$ cat src/rtl/systolic_loader_if.sv
// Systolic loader bus: layer config, weight/bias tile strobes, and the row stream toward the array.
// No storage; pure signal bundle shared by the loader (slave) and its driver/consumer (master).
// Row stream uses valid/ready (sa_row_ov / sa_ready); tile and config strobes are single-cycle, unacknowledged.
interface systolic_loader_if #(
  parameter int WIDTH      = 8,
  parameter int HEIGHT     = 8,
  parameter int DATA_WIDTH = 8
);
  logic                               layer_info_iv;
  logic [3:0]                         weight_height_id;
  logic [3:0]                         weight_width_id;
  logic [3:0]                         bias_height_id;
  logic [3:0]                         bias_width_id;
  logic [2:0]                         op_id;
  logic                               is_first_layer_i;
  logic                               is_final_layer_i;
  logic                               weight_iv;
  logic [HEIGHT*WIDTH*DATA_WIDTH-1:0] weight_id;
  logic                               bias_iv;
  logic [HEIGHT*WIDTH*DATA_WIDTH-1:0] bias_id;
  logic                               sa_ready;
  logic                               sa_row_ov;
  logic [WIDTH*DATA_WIDTH-1:0]        sa_row_od;
  logic [3:0]                         sa_row_idx_od;
  logic                               sa_row_is_bias_od;
  logic [2:0]                         sa_op_od;
  logic                               sa_first_od;
  logic                               sa_final_od;
  logic                               received_SA_od;
  logic                               busy_od;
  logic                               proto_err_od;

  modport master (
    output layer_info_iv, weight_height_id, weight_width_id, bias_height_id, bias_width_id,
           op_id, is_first_layer_i, is_final_layer_i, weight_iv, weight_id, bias_iv, bias_id,
           sa_ready,
    input  sa_row_ov, sa_row_od, sa_row_idx_od, sa_row_is_bias_od, sa_op_od, sa_first_od,
           sa_final_od, received_SA_od, busy_od, proto_err_od
  );

  modport slave (
    input  layer_info_iv, weight_height_id, weight_width_id, bias_height_id, bias_width_id,
           op_id, is_first_layer_i, is_final_layer_i, weight_iv, weight_id, bias_iv, bias_id,
           sa_ready,
    output sa_row_ov, sa_row_od, sa_row_idx_od, sa_row_is_bias_od, sa_op_od, sa_first_od,
           sa_final_od, received_SA_od, busy_od, proto_err_od
  );
endinterface

$ cat src/rtl/systolic_loader.sv
// Systolic loader: latches layer config, captures weight/bias tiles, streams them row by row to the array.
// Latency: info cycle N, tiles cycle N+1, first row valid cycle N+3; one row per cycle while sa_ready is high.
// Backpressure: a row is held stable until sa_ready; SYSTOLIC_LOADER_ZERO_PAD_EN zeroes columns >= latched width.
module systolic_loader #(
  parameter int WIDTH      = 8,
  parameter int HEIGHT     = 8,
  parameter int DATA_WIDTH = 8
) (
  input logic            clk,
  input logic            rst,
  systolic_loader_if.slave bus
);

  localparam int         ROW_W = WIDTH * DATA_WIDTH;
  localparam int         IDX_W = (HEIGHT > 1) ? $clog2(HEIGHT) : 1;
  localparam logic [3:0] HMAX  = 4'(HEIGHT);

  typedef enum logic [2:0] {IDLE, WAIT_DATA, STREAM_W, STREAM_B, DONE} state_t;

  state_t             state, state_nx;
  logic [ROW_W-1:0]   w_tile [HEIGHT];
  logic [ROW_W-1:0]   b_tile [HEIGHT];
  logic               have_w, have_b;
  logic [3:0]         w_height, b_height;
  logic [3:0]         row;
  logic [2:0]         op;
  logic               is_first, is_final;
  logic               err;
  logic               valid, is_bias, done;
  logic               info_ok, accept, w_last, b_last;
  logic [3:0]         wh_clamped, bh_clamped;
  logic [IDX_W-1:0]   row_sel;
  logic [ROW_W-1:0]   row_data;
`ifdef SYSTOLIC_LOADER_ZERO_PAD_EN
  logic [3:0]         w_width, b_width;
  logic [3:0]         cur_width;
`endif

  assign info_ok    = (state == IDLE) && bus.layer_info_iv;
  assign accept     = valid && bus.sa_ready;
  assign w_last     = (row + 4'd1) == w_height;
  assign b_last     = (row + 4'd1) == b_height;
  assign wh_clamped = (bus.weight_height_id > HMAX) ? HMAX : bus.weight_height_id;
  assign bh_clamped = (bus.bias_height_id > HMAX) ? HMAX : bus.bias_height_id;
  assign row_sel    = row[IDX_W-1:0];

  // State register; reset drops straight back to IDLE even mid-stream.
  always_ff @(posedge clk or posedge rst) begin
    if (rst) state <= IDLE;
    else     state <= state_nx;
  end

  // Next state and per-state outputs; zero-height phases are skipped outright.
  always_comb begin
    state_nx = state;
    valid    = 1'b0;
    is_bias  = 1'b0;
    done     = 1'b0;
    case (state)
      IDLE: begin
        if (bus.layer_info_iv) state_nx = WAIT_DATA;
      end
      WAIT_DATA: begin
        if (have_w && have_b) begin
          if (w_height != 4'd0)      state_nx = STREAM_W;
          else if (b_height != 4'd0) state_nx = STREAM_B;
          else                       state_nx = DONE;
        end
      end
      STREAM_W: begin
        valid = 1'b1;
        if (bus.sa_ready && w_last) state_nx = (b_height != 4'd0) ? STREAM_B : DONE;
      end
      STREAM_B: begin
        valid   = 1'b1;
        is_bias = 1'b1;
        if (bus.sa_ready && b_last) state_nx = DONE;
      end
      DONE: begin
        done     = 1'b1;
        state_nx = IDLE;
      end
      default: state_nx = IDLE;
    endcase
  end

  // Row counter: advances on each accepted row, wraps to 0 at the end of each phase.
  always_ff @(posedge clk or posedge rst) begin
    if (rst) begin
      row <= 4'd0;
    end else if (accept) begin
      if ((is_bias && b_last) || (!is_bias && w_last)) row <= 4'd0;
      else                                               row <= row + 4'd1;
    end
  end

  // Tile capture; only WAIT_DATA accepts tiles, a repeated strobe overwrites.
  always_ff @(posedge clk or posedge rst) begin
    if (rst) begin
      for (int h = 0; h < HEIGHT; h++) begin
        w_tile[h] <= '0;
        b_tile[h] <= '0;
      end
    end else if (state == WAIT_DATA) begin
      for (int h = 0; h < HEIGHT; h++) begin
        if (bus.weight_iv) w_tile[h] <= bus.weight_id[h*ROW_W +: ROW_W];
        if (bus.bias_iv)   b_tile[h] <= bus.bias_id[h*ROW_W +: ROW_W];
      end
    end
  end

  // Have-flags: set by tile strobes in WAIT_DATA, cleared when the layer completes.
  always_ff @(posedge clk or posedge rst) begin
    if (rst) begin
      have_w <= 1'b0;
      have_b <= 1'b0;
    end else if (done || info_ok) begin
      have_w <= 1'b0;
      have_b <= 1'b0;
    end else if (state == WAIT_DATA) begin
      if (bus.weight_iv) have_w <= 1'b1;
      if (bus.bias_iv)   have_b <= 1'b1;
    end
  end

  // Layer config latch; heights are clamped to the array size.
  always_ff @(posedge clk or posedge rst) begin
    if (rst) begin
      w_height <= 4'd0;
      b_height <= 4'd0;
      op       <= 3'd0;
      is_first <= 1'b0;
      is_final <= 1'b0;
`ifdef SYSTOLIC_LOADER_ZERO_PAD_EN
      w_width  <= 4'd0;
      b_width  <= 4'd0;
`endif
    end else if (info_ok) begin
      w_height <= wh_clamped;
      b_height <= bh_clamped;
      op       <= bus.op_id;
      is_first <= bus.is_first_layer_i;
      is_final <= bus.is_final_layer_i;
`ifdef SYSTOLIC_LOADER_ZERO_PAD_EN
      w_width  <= bus.weight_width_id;
      b_width  <= bus.bias_width_id;
`endif
    end
  end

  // Sticky protocol error: oversize height, tile strobe in IDLE, or config strobe while busy.
  always_ff @(posedge clk or posedge rst) begin
    if (rst) begin
      err <= 1'b0;
    end else if ((info_ok && ((bus.weight_height_id > HMAX) || (bus.bias_height_id > HMAX))) ||
                 ((state == IDLE) && (bus.weight_iv || bus.bias_iv)) ||
                 ((state != IDLE) && bus.layer_info_iv)) begin
      err <= 1'b1;
    end
  end

`ifdef SYSTOLIC_LOADER_ZERO_PAD_EN
  assign cur_width = is_bias ? b_width : w_width;

  // Row select with columns at or beyond the latched width forced to zero.
  always_comb begin
    row_data = is_bias ? b_tile[row_sel] : w_tile[row_sel];
    for (int c = 0; c < WIDTH; c++) begin
      if (c >= int'(cur_width)) row_data[c*DATA_WIDTH +: DATA_WIDTH] = '0;
    end
  end
`else
  assign row_data = is_bias ? b_tile[row_sel] : w_tile[row_sel];
`endif

  assign bus.sa_row_ov         = valid;
  assign bus.sa_row_od         = valid ? row_data : '0;
  assign bus.sa_row_idx_od     = row;
  assign bus.sa_row_is_bias_od = is_bias;
  assign bus.sa_op_od          = op;
  assign bus.sa_first_od       = is_first;
  assign bus.sa_final_od       = is_final;
  assign bus.received_SA_od    = done;
  assign bus.busy_od           = (state != IDLE);
  assign bus.proto_err_od      = err;

endmodule

$ cat src/flat_wrapper.sv
// flat-port wrapper written by rule: the top's interface ports become plain ports
module systolic_loader_flat 
#(
  parameter int WIDTH      = 8,
  parameter int HEIGHT     = 8,
  parameter int DATA_WIDTH = 8
)
  (clk, rst, bus_layer_info_iv, bus_weight_height_id, bus_weight_width_id, bus_bias_height_id, bus_bias_width_id, bus_op_id, bus_is_first_layer_i, bus_is_final_layer_i, bus_weight_iv, bus_weight_id, bus_bias_iv, bus_bias_id, bus_sa_ready, bus_sa_row_ov, bus_sa_row_od, bus_sa_row_idx_od, bus_sa_row_is_bias_od, bus_sa_op_od, bus_sa_first_od, bus_sa_final_od, bus_received_SA_od, bus_busy_od, bus_proto_err_od);
  systolic_loader_if #(.WIDTH(WIDTH), .HEIGHT(HEIGHT), .DATA_WIDTH(DATA_WIDTH)) bus_i ();
  input logic clk;
  input logic rst;
  input wire logic [$bits(bus_i.layer_info_iv)-1:0] bus_layer_info_iv;
  input wire logic [$bits(bus_i.weight_height_id)-1:0] bus_weight_height_id;
  input wire logic [$bits(bus_i.weight_width_id)-1:0] bus_weight_width_id;
  input wire logic [$bits(bus_i.bias_height_id)-1:0] bus_bias_height_id;
  input wire logic [$bits(bus_i.bias_width_id)-1:0] bus_bias_width_id;
  input wire logic [$bits(bus_i.op_id)-1:0] bus_op_id;
  input wire logic [$bits(bus_i.is_first_layer_i)-1:0] bus_is_first_layer_i;
  input wire logic [$bits(bus_i.is_final_layer_i)-1:0] bus_is_final_layer_i;
  input wire logic [$bits(bus_i.weight_iv)-1:0] bus_weight_iv;
  input wire logic [$bits(bus_i.weight_id)-1:0] bus_weight_id;
  input wire logic [$bits(bus_i.bias_iv)-1:0] bus_bias_iv;
  input wire logic [$bits(bus_i.bias_id)-1:0] bus_bias_id;
  input wire logic [$bits(bus_i.sa_ready)-1:0] bus_sa_ready;
  output wire logic [$bits(bus_i.sa_row_ov)-1:0] bus_sa_row_ov;
  output wire logic [$bits(bus_i.sa_row_od)-1:0] bus_sa_row_od;
  output wire logic [$bits(bus_i.sa_row_idx_od)-1:0] bus_sa_row_idx_od;
  output wire logic [$bits(bus_i.sa_row_is_bias_od)-1:0] bus_sa_row_is_bias_od;
  output wire logic [$bits(bus_i.sa_op_od)-1:0] bus_sa_op_od;
  output wire logic [$bits(bus_i.sa_first_od)-1:0] bus_sa_first_od;
  output wire logic [$bits(bus_i.sa_final_od)-1:0] bus_sa_final_od;
  output wire logic [$bits(bus_i.received_SA_od)-1:0] bus_received_SA_od;
  output wire logic [$bits(bus_i.busy_od)-1:0] bus_busy_od;
  output wire logic [$bits(bus_i.proto_err_od)-1:0] bus_proto_err_od;
  assign bus_i.layer_info_iv = bus_layer_info_iv;
  assign bus_i.weight_height_id = bus_weight_height_id;
  assign bus_i.weight_width_id = bus_weight_width_id;
  assign bus_i.bias_height_id = bus_bias_height_id;
  assign bus_i.bias_width_id = bus_bias_width_id;
  assign bus_i.op_id = bus_op_id;
  assign bus_i.is_first_layer_i = bus_is_first_layer_i;
  assign bus_i.is_final_layer_i = bus_is_final_layer_i;
  assign bus_i.weight_iv = bus_weight_iv;
  assign bus_i.weight_id = bus_weight_id;
  assign bus_i.bias_iv = bus_bias_iv;
  assign bus_i.bias_id = bus_bias_id;
  assign bus_i.sa_ready = bus_sa_ready;
  assign bus_sa_row_ov = bus_i.sa_row_ov;
  assign bus_sa_row_od = bus_i.sa_row_od;
  assign bus_sa_row_idx_od = bus_i.sa_row_idx_od;
  assign bus_sa_row_is_bias_od = bus_i.sa_row_is_bias_od;
  assign bus_sa_op_od = bus_i.sa_op_od;
  assign bus_sa_first_od = bus_i.sa_first_od;
  assign bus_sa_final_od = bus_i.sa_final_od;
  assign bus_received_SA_od = bus_i.received_SA_od;
  assign bus_busy_od = bus_i.busy_od;
  assign bus_proto_err_od = bus_i.proto_err_od;
  systolic_loader #(.WIDTH(WIDTH), .HEIGHT(HEIGHT), .DATA_WIDTH(DATA_WIDTH)) u_core (.clk(clk), .rst(rst), .bus(bus_i));
endmodule
$ cat config.mk
export PLATFORM = sky130hd
export DESIGN_NAME = systolic_loader_flat
export DESIGN_NICKNAME = d
export VERILOG_FILES = /design/src/rtl/systolic_loader_if.sv /design/src/rtl/systolic_loader.sv /design/src/flat_wrapper.sv
export SDC_FILE = /design/constraint.sdc
export NUM_CORES = 2
export LEC_CHECK = 0
export ABC_AREA = 1
export CAP_MARGIN = 30
export CORE_AREA = 5 5 431 433
export DETAILED_ROUTE_END_ITERATION = 8
export DIE_AREA = 0 0 436 438
export GPL_TIMING_DRIVEN = 0
export PLACE_DENSITY_LB_ADDON = 0.1
export SYNTH_ARGS = -nofsm -noshare
export SYNTH_HDL_FRONTEND = slang
export SYNTH_SLANG_ARGS = --single-unit
export TNS_END_PERCENT = 20
$ cat constraint.sdc
create_clock -name clk -period 46 [get_ports clk]
set_input_delay 11.5 -clock clk [delete_from_list [all_inputs] [get_ports clk]]
set_output_delay 11.5 -clock clk [all_outputs]
set_load 0.01 [all_outputs]
# Yosys cells after proc, flatten, opt, wreduce, memory -nomap -nowiden
# Index checks and enable logic that the tools add are counted.
op_classes:
  add_sub_neg: 1
  multipliers: 0
  div_mod_pow: 0
  magnitude_cmp: 3
  eq_ne: 10
  shifts: 0
  muxes: 27
  bitwise: 1
  reduce_logical: 30
op_table:
  columns: ["op", "count"]
  rows:
  - ["64-bit binary-select mux with 3-bit select", 2]
  - ["64-bit 2-to-1 mux", 6]
  - ["3-bit 2-to-1 mux", 6]
  - ["4-bit 2-to-1 mux", 3]
  - ["3-bit case mux with 4 select lines", 1]
  - ["1-bit logical AND", 10]
  - ["1-bit 2-to-1 mux", 9]
  - ["4-bit == test", 2]
  - ["4-bit greater-than comparator, second input constant", 2]
  - ["2-bit AND reduction", 4]
  - ["4-bit nonzero test", 2]
  - ["3-bit by 2-bit == test with 1-bit output, second input constant", 2]
  - ["1-bit logical OR", 6]
  - ["2-bit by 1-bit inequality test with 1-bit output, second input constant", 3]
  - ["2-bit nonzero test", 3]
  - ["4-bit by 1-bit adder with 4-bit output, second input constant", 1]
  - ["4-bit greater-or-equal comparator, second input constant", 1]
  - ["3-bit NOT with 4-bit output", 1]
  - ["4-bit AND reduction", 1]
  - ["3-bit by 1-bit == test with 1-bit output, second input constant", 1]
  - ["3-bit == test, second input constant", 1]
  - ["3-bit zero test", 1]
  - ["3-bit nonzero test", 1]
  - ["2-bit inequality test, second input constant", 1]
  - ["other kinds (2)", 2]
totals:
  reg_bits: 1047
  latchBits: 0
  mem_bits_rw: 0
  mem_bits_ro: 0
  input_bits: 1051
  output_inout_bits: 78
  wordCells: 98
  n_memories: 0

# Longest topological paths before layout
depth:
  ltp_word: 6
  mapped_depth: 12
  ltp_nobuf: 12

# Worst setup path before layout
# No wires, ideal clock.
synth_timing:
  path_type: "reg-to-output"
  from: "reg u_core.row[0] (netlist: u_core.bus.sa_row_idx_od[0])"
  to: "out bus_sa_row_od[10]"
  arrival_ns: 1.801
  t_required_ns: 34.500
  setup_slack_ns: 32.699
  path_stages_with_launch: 10
  n_path_buf: 5
  path_cell_list: "dfrtp_1 -> buf_2 -> buf_4 -> buf_4 -> buf_2 -> clkbuf_1 -> o211ai_1 -> nand3_1 -> nand3_1 -> a21oi_1"
synth_between:
  elab_chain_cells: 6
  elab_cells_between_ends: 9
  classes_between: "8 x mux; 1 x bitwise"
synth_rtl:
  columns: ["item", "line_no", "rtl"]
  rows:
  - ["start: declaration", "systolic_loader.sv:25", "logic [3:0] row;"]
  - ["start signal: assignment", "systolic_loader.sv:93", "else row <= row + 4'd1;"]
  - ["3-bit NOT with 4-bit output (not written as such) *", "systolic_loader.sv:173", "assign row_data = is_bias ? b_tile[row_sel] : w_tile[row_sel];"]
  - ["64-bit binary-select mux with 3-bit select", "systolic_loader.sv:173", null]
  - ["64-bit 2-to-1 mux (not written as such) (2 in a row)", "systolic_loader.sv:173", null]
  - ["64-bit 2-to-1 mux *", "systolic_loader.sv:173", null]
  - ["64-bit 2-to-1 mux *", "systolic_loader.sv:177", "assign bus.sa_row_od = valid ? row_data : '0;"]
  - ["end: declaration", "flat_wrapper.sv:26", "output wire logic [$bits(bus_i.sa_row_od)-1:0] bus_sa_row_od;"]
# Every way passes the cells marked *; elsewhere a longest branch is shown, timed or not. The select of a mux whose other input is x is not followed.

# Worst setup path in the final report
layout_timing:
  from: "reg u_core.row[1] (netlist: u_core.bus.sa_row_idx_od[1])"
  to: "out bus_sa_row_od[7]"
# The elaborated chain is that of the path after synthesis.

==> flow_metrics.env <==
export IMPL_critPathLaunchType="flop"
export IMPL_synthTopCellsByArea="dfrtp_1 55%, mux2_2 19%, o21ai_0 5.1%"
export IMPL_yosysUniqueCellTypes=23
export IMPL_r2r_end="u_core.have_b"
export IMPL_grt_pass1_vias=43300
export IMPL_ctsHoldBuffers=0
export IMPL_die_h_um=438
export IMPL_synthAdderAreaFrac_pct=0.0261
export IMPL_min_delay_start="u_core.bus.proto_err_od"
export IMPL_hold_viol_final=0
export IMPL_r2r_cells=7
export IMPL_outcome="finished, final reports clean"
export IMPL_ys_seq_area_share_pct=54.6
export IMPL_synthCells=4546
export IMPL_combPwrFrac_pct=47.1
export IMPL_synth_fp_nets=5598
export IMPL_fin_crit_ns=17.09
export IMPL_cp_max_fo=10
export IMPL_p_leak_uw=0.0284
export IMPL_grt_overflow=0
export IMPL_cap_violations=0
export IMPL_ir_drop_mv=0.0298
export IMPL_drive_above_1_share_pct=20.2
export IMPL_die_area_um2=191000
export IMPL_crit_slowest_cell="o211ai_1"
export IMPL_coreArea_um2=182000
export IMPL_syn_cell_area_um2=47900
export IMPL_cts_max_path_buffers=3
export IMPL_drc=0
export IMPL_post_route_util_pct=37.4
export IMPL_ant_nets=0
export IMPL_final_nets=6928
export IMPL_syn_avg_cell_area_um2=10.5
export IMPL_p_int_uw=2900
export IMPL_crit_family="buffers and inverters"
export IMPL_rows=157
export IMPL_cts_resized_gates=0
export IMPL_wl_mm=308
export IMPL_power_density_nw_per_um2=75.4
export IMPL_worst_setup_path_end_kind="output pin"
export IMPL_slew_headroom_pct=27.0
export IMPL_gp_congestion=0.924
export IMPL_grt_pass1_wl_mm=401
export IMPL_mostFrequentLayoutCell="clkdlybuf4s50_1"
export IMPL_worstPathArrival_ns=5.59
export IMPL_synthSimpleGateAreaFrac_pct=7.66
export IMPL_io_buffers=1120
export IMPL_grt_max_degree=117
export IMPL_power_share_clock_pct=21.3
export IMPL_clkSinkCount=1047
export IMPL_synth_top_family_by_area="multiplexers"
export IMPL_cp_num_buf_inv=5
export IMPL_die_x_um=436
export IMPL_pwr_share_seq_pct=31.6
export IMPL_drt_iter0_drc=3985
export IMPL_vias=43400
export IMPL_antenna_found_initial=176
export IMPL_start_util_pct=26.4
export IMPL_synth_warning_count=0
export IMPL_maxSlewViolCount=0
export IMPL_ys_ff_latch=1047
export IMPL_max_stage_delay_ns=0.91
export IMPL_multi_input_area_um2=19300
export IMPL_clk_latency_ns=0.79
export IMPL_setup_viol_count_final=0
export IMPL_synthXorXnorAreaFrac_pct=0.0548
export IMPL_postCtsSetupBuffers=0
export IMPL_synth_largest_area_cell="dfrtp_1"
export IMPL_synth_mux_area_share_pct=18.6
export IMPL_ios=1129
export IMPL_vias_per_cell=5.13
export IMPL_cts_tree="built"
export IMPL_required_ns=34.50
export IMPL_hold_path_class="reg2reg"
export IMPL_period_share_pct=37.2
export IMPL_critPathKind="reg2out"
export IMPL_hold_path_depth=1
export IMPL_areaGrowthSynthToFinish_pct=41.8
export IMPL_tightest_slew_ns=1.09
export IMPL_dp_hpwl_mm=251
export IMPL_synth_top_cell_area_share_pct=54.6
export IMPL_clockRootBuffer="clkbuf_16"
export IMPL_fin_skew_ns=0.0319
export IMPL_cts_made_buffers=135
export IMPL_nFillCells=18300
export IMPL_htree_levels=4
export IMPL_clk_pin_slew_worst_paths_ns=0.06
export IMPL_grt_setup_unrepaired="no"
export IMPL_regArea_um2=26200
export IMPL_post_drt_wl_per_cell_um=36.4
export IMPL_whs_endpoint="u_core.bus.proto_err_od"
export IMPL_drt_pass1_iter_count=6
export IMPL_switchingPower_uw=2230
export IMPL_rrSetupSlack_ns=42.30
export IMPL_rr_startpoint="u_core.state[0]"
export IMPL_cp_cell_sequence="buf_2 > clkbuf_1 > buf_8 > clkbuf_1 > o21ai_0 > o211ai_1 > o211ai_1 > nand2_1 > clkdlybuf4s50_1"
export IMPL_layout_common_cells="1120 x clkdlybuf4s50_1, 1047 x dfrtp_1, 791 x mux2_2"
export IMPL_swShare_pct=43.5
export IMPL_max_freq_mhz=58.5
export IMPL_tns_ns=0
export IMPL_grt_use_total_pct=31.1
export IMPL_synth_compound_area_share_pct=13.9
-- cells by family after synthesis --
| kind of cell | count (synthesis) |
|---|---|
| xor gates and xnor gates | 3 |
| adders and majority gates | 1 |
| muxes | 791 |
| AOI/OAI and AO/OA | 1176 |
| buffers and inverters | 615 |
| DFF | 1047 |
| and+or+nand+nor | 913 |
-- worst max path at each step --
| stage | from | slack [ns] | to | cells past startpoint |
|---|---|---|---|---|
| floorplan | rst | 5.03 | u_core.b_height[0] | 1 |
| detailed placement | u_core.bus.sa_row_idx_od[0] | 29.68 | bus_sa_row_od[30] | 10 |
| finish | u_core.bus.sa_row_idx_od[1] | 28.91 | bus_sa_row_od[7] | 9 |
| CTS | u_core.bus.sa_row_idx_od[0] | 28.83 | bus_sa_row_od[30] | 10 |
| global route | u_core.bus.sa_row_idx_od[1] | 28.91 | bus_sa_row_od[7] | 9 |
| global placement | rst | -11.94 | u_core.w_tile[51] | 2 |
-- routing by layer --
metal / track usage (%) / part of all wire [%] / routed length [µm] / vias to the layer above
li1: - / - / - / 18600
met1: 39.7 / 42 / 128000 / 22400
met2: 50.3 / 47 / 145000 / 1850
met3: 6.33 / 6.0 / 18400 / 515
met4: 15.7 / 5.4 / 16700 / 28
met5: 0 / 0.059 / 182 / -
-- metrics by stage --
step                      power (µW)  std cells  hold slack, ns  area [µm²]  setup slack [ns]
after floorplan                 2750       4546           0.474       47900              5.03
after global placement          3950       8051           0.456       62100            -11.94
after detailed placement        4020       8120           0.458       63200             29.68
after CTS                       5130       8363           0.472       67700             28.83
after global routing            5340       8428           0.493       67900             28.91
final                           5130       8467           0.467       68000             28.91
-- cell usage after synthesis (all sizes together) --
library cell and instances:
o221ai 63, xor2 1, nor3 1, inv 259, clkbuf 205, clkinv 2, nor2 580, dfrtp 1047
buf 149, mux2 791, o31ai 2, nand4 4, o21ai 486, o211ai 207, nand2 153, a21oi 418
nand3 173, xnor2 2, ha 1, nand3b 2
-- area by class of cell --
| cell class | instances | share of cell area, % |
|---|---|---|
| Sequential cell | 1047 | 38.5 |
| Multi-Input combinational cell | 2884 | 28.3 |
| Timing Repair Buffer | 1193 | 18.1 |
| Clock buffer | 210 | 6.09 |
| Tap cell | 2385 | 4.39 |
| Buffer | 354 | 2.21 |
| Inverter | 261 | 1.45 |
| Clock inverter | 33 | 0.502 |
| Antenna cell | 100 | 0.368 |
-- sequential cells by signal, indices dropped and copies added (netlist names), 3 cells and up --
name and count:
u_core.state 3, u_core.bus.sa_row_idx_od 4, u_core.b_height 4, u_core.bus.sa_op_od 3
u_core.b_tile 512, u_core.w_tile 512, u_core.w_height 4
-- power groups by stage --
stage | Clock, µW | Combinational [µW] | Sequential, µW
floorplan | 0 | 1200 | 1550
finish | 1090 | 2410 | 1620
global route | 1140 | 2540 | 1660
CTS | 1110 | 2410 | 1610
global placement | 0 | 2320 | 1630
detailed placement | 0 | 2400 | 1620
Power figures use the tool's default switching activity.
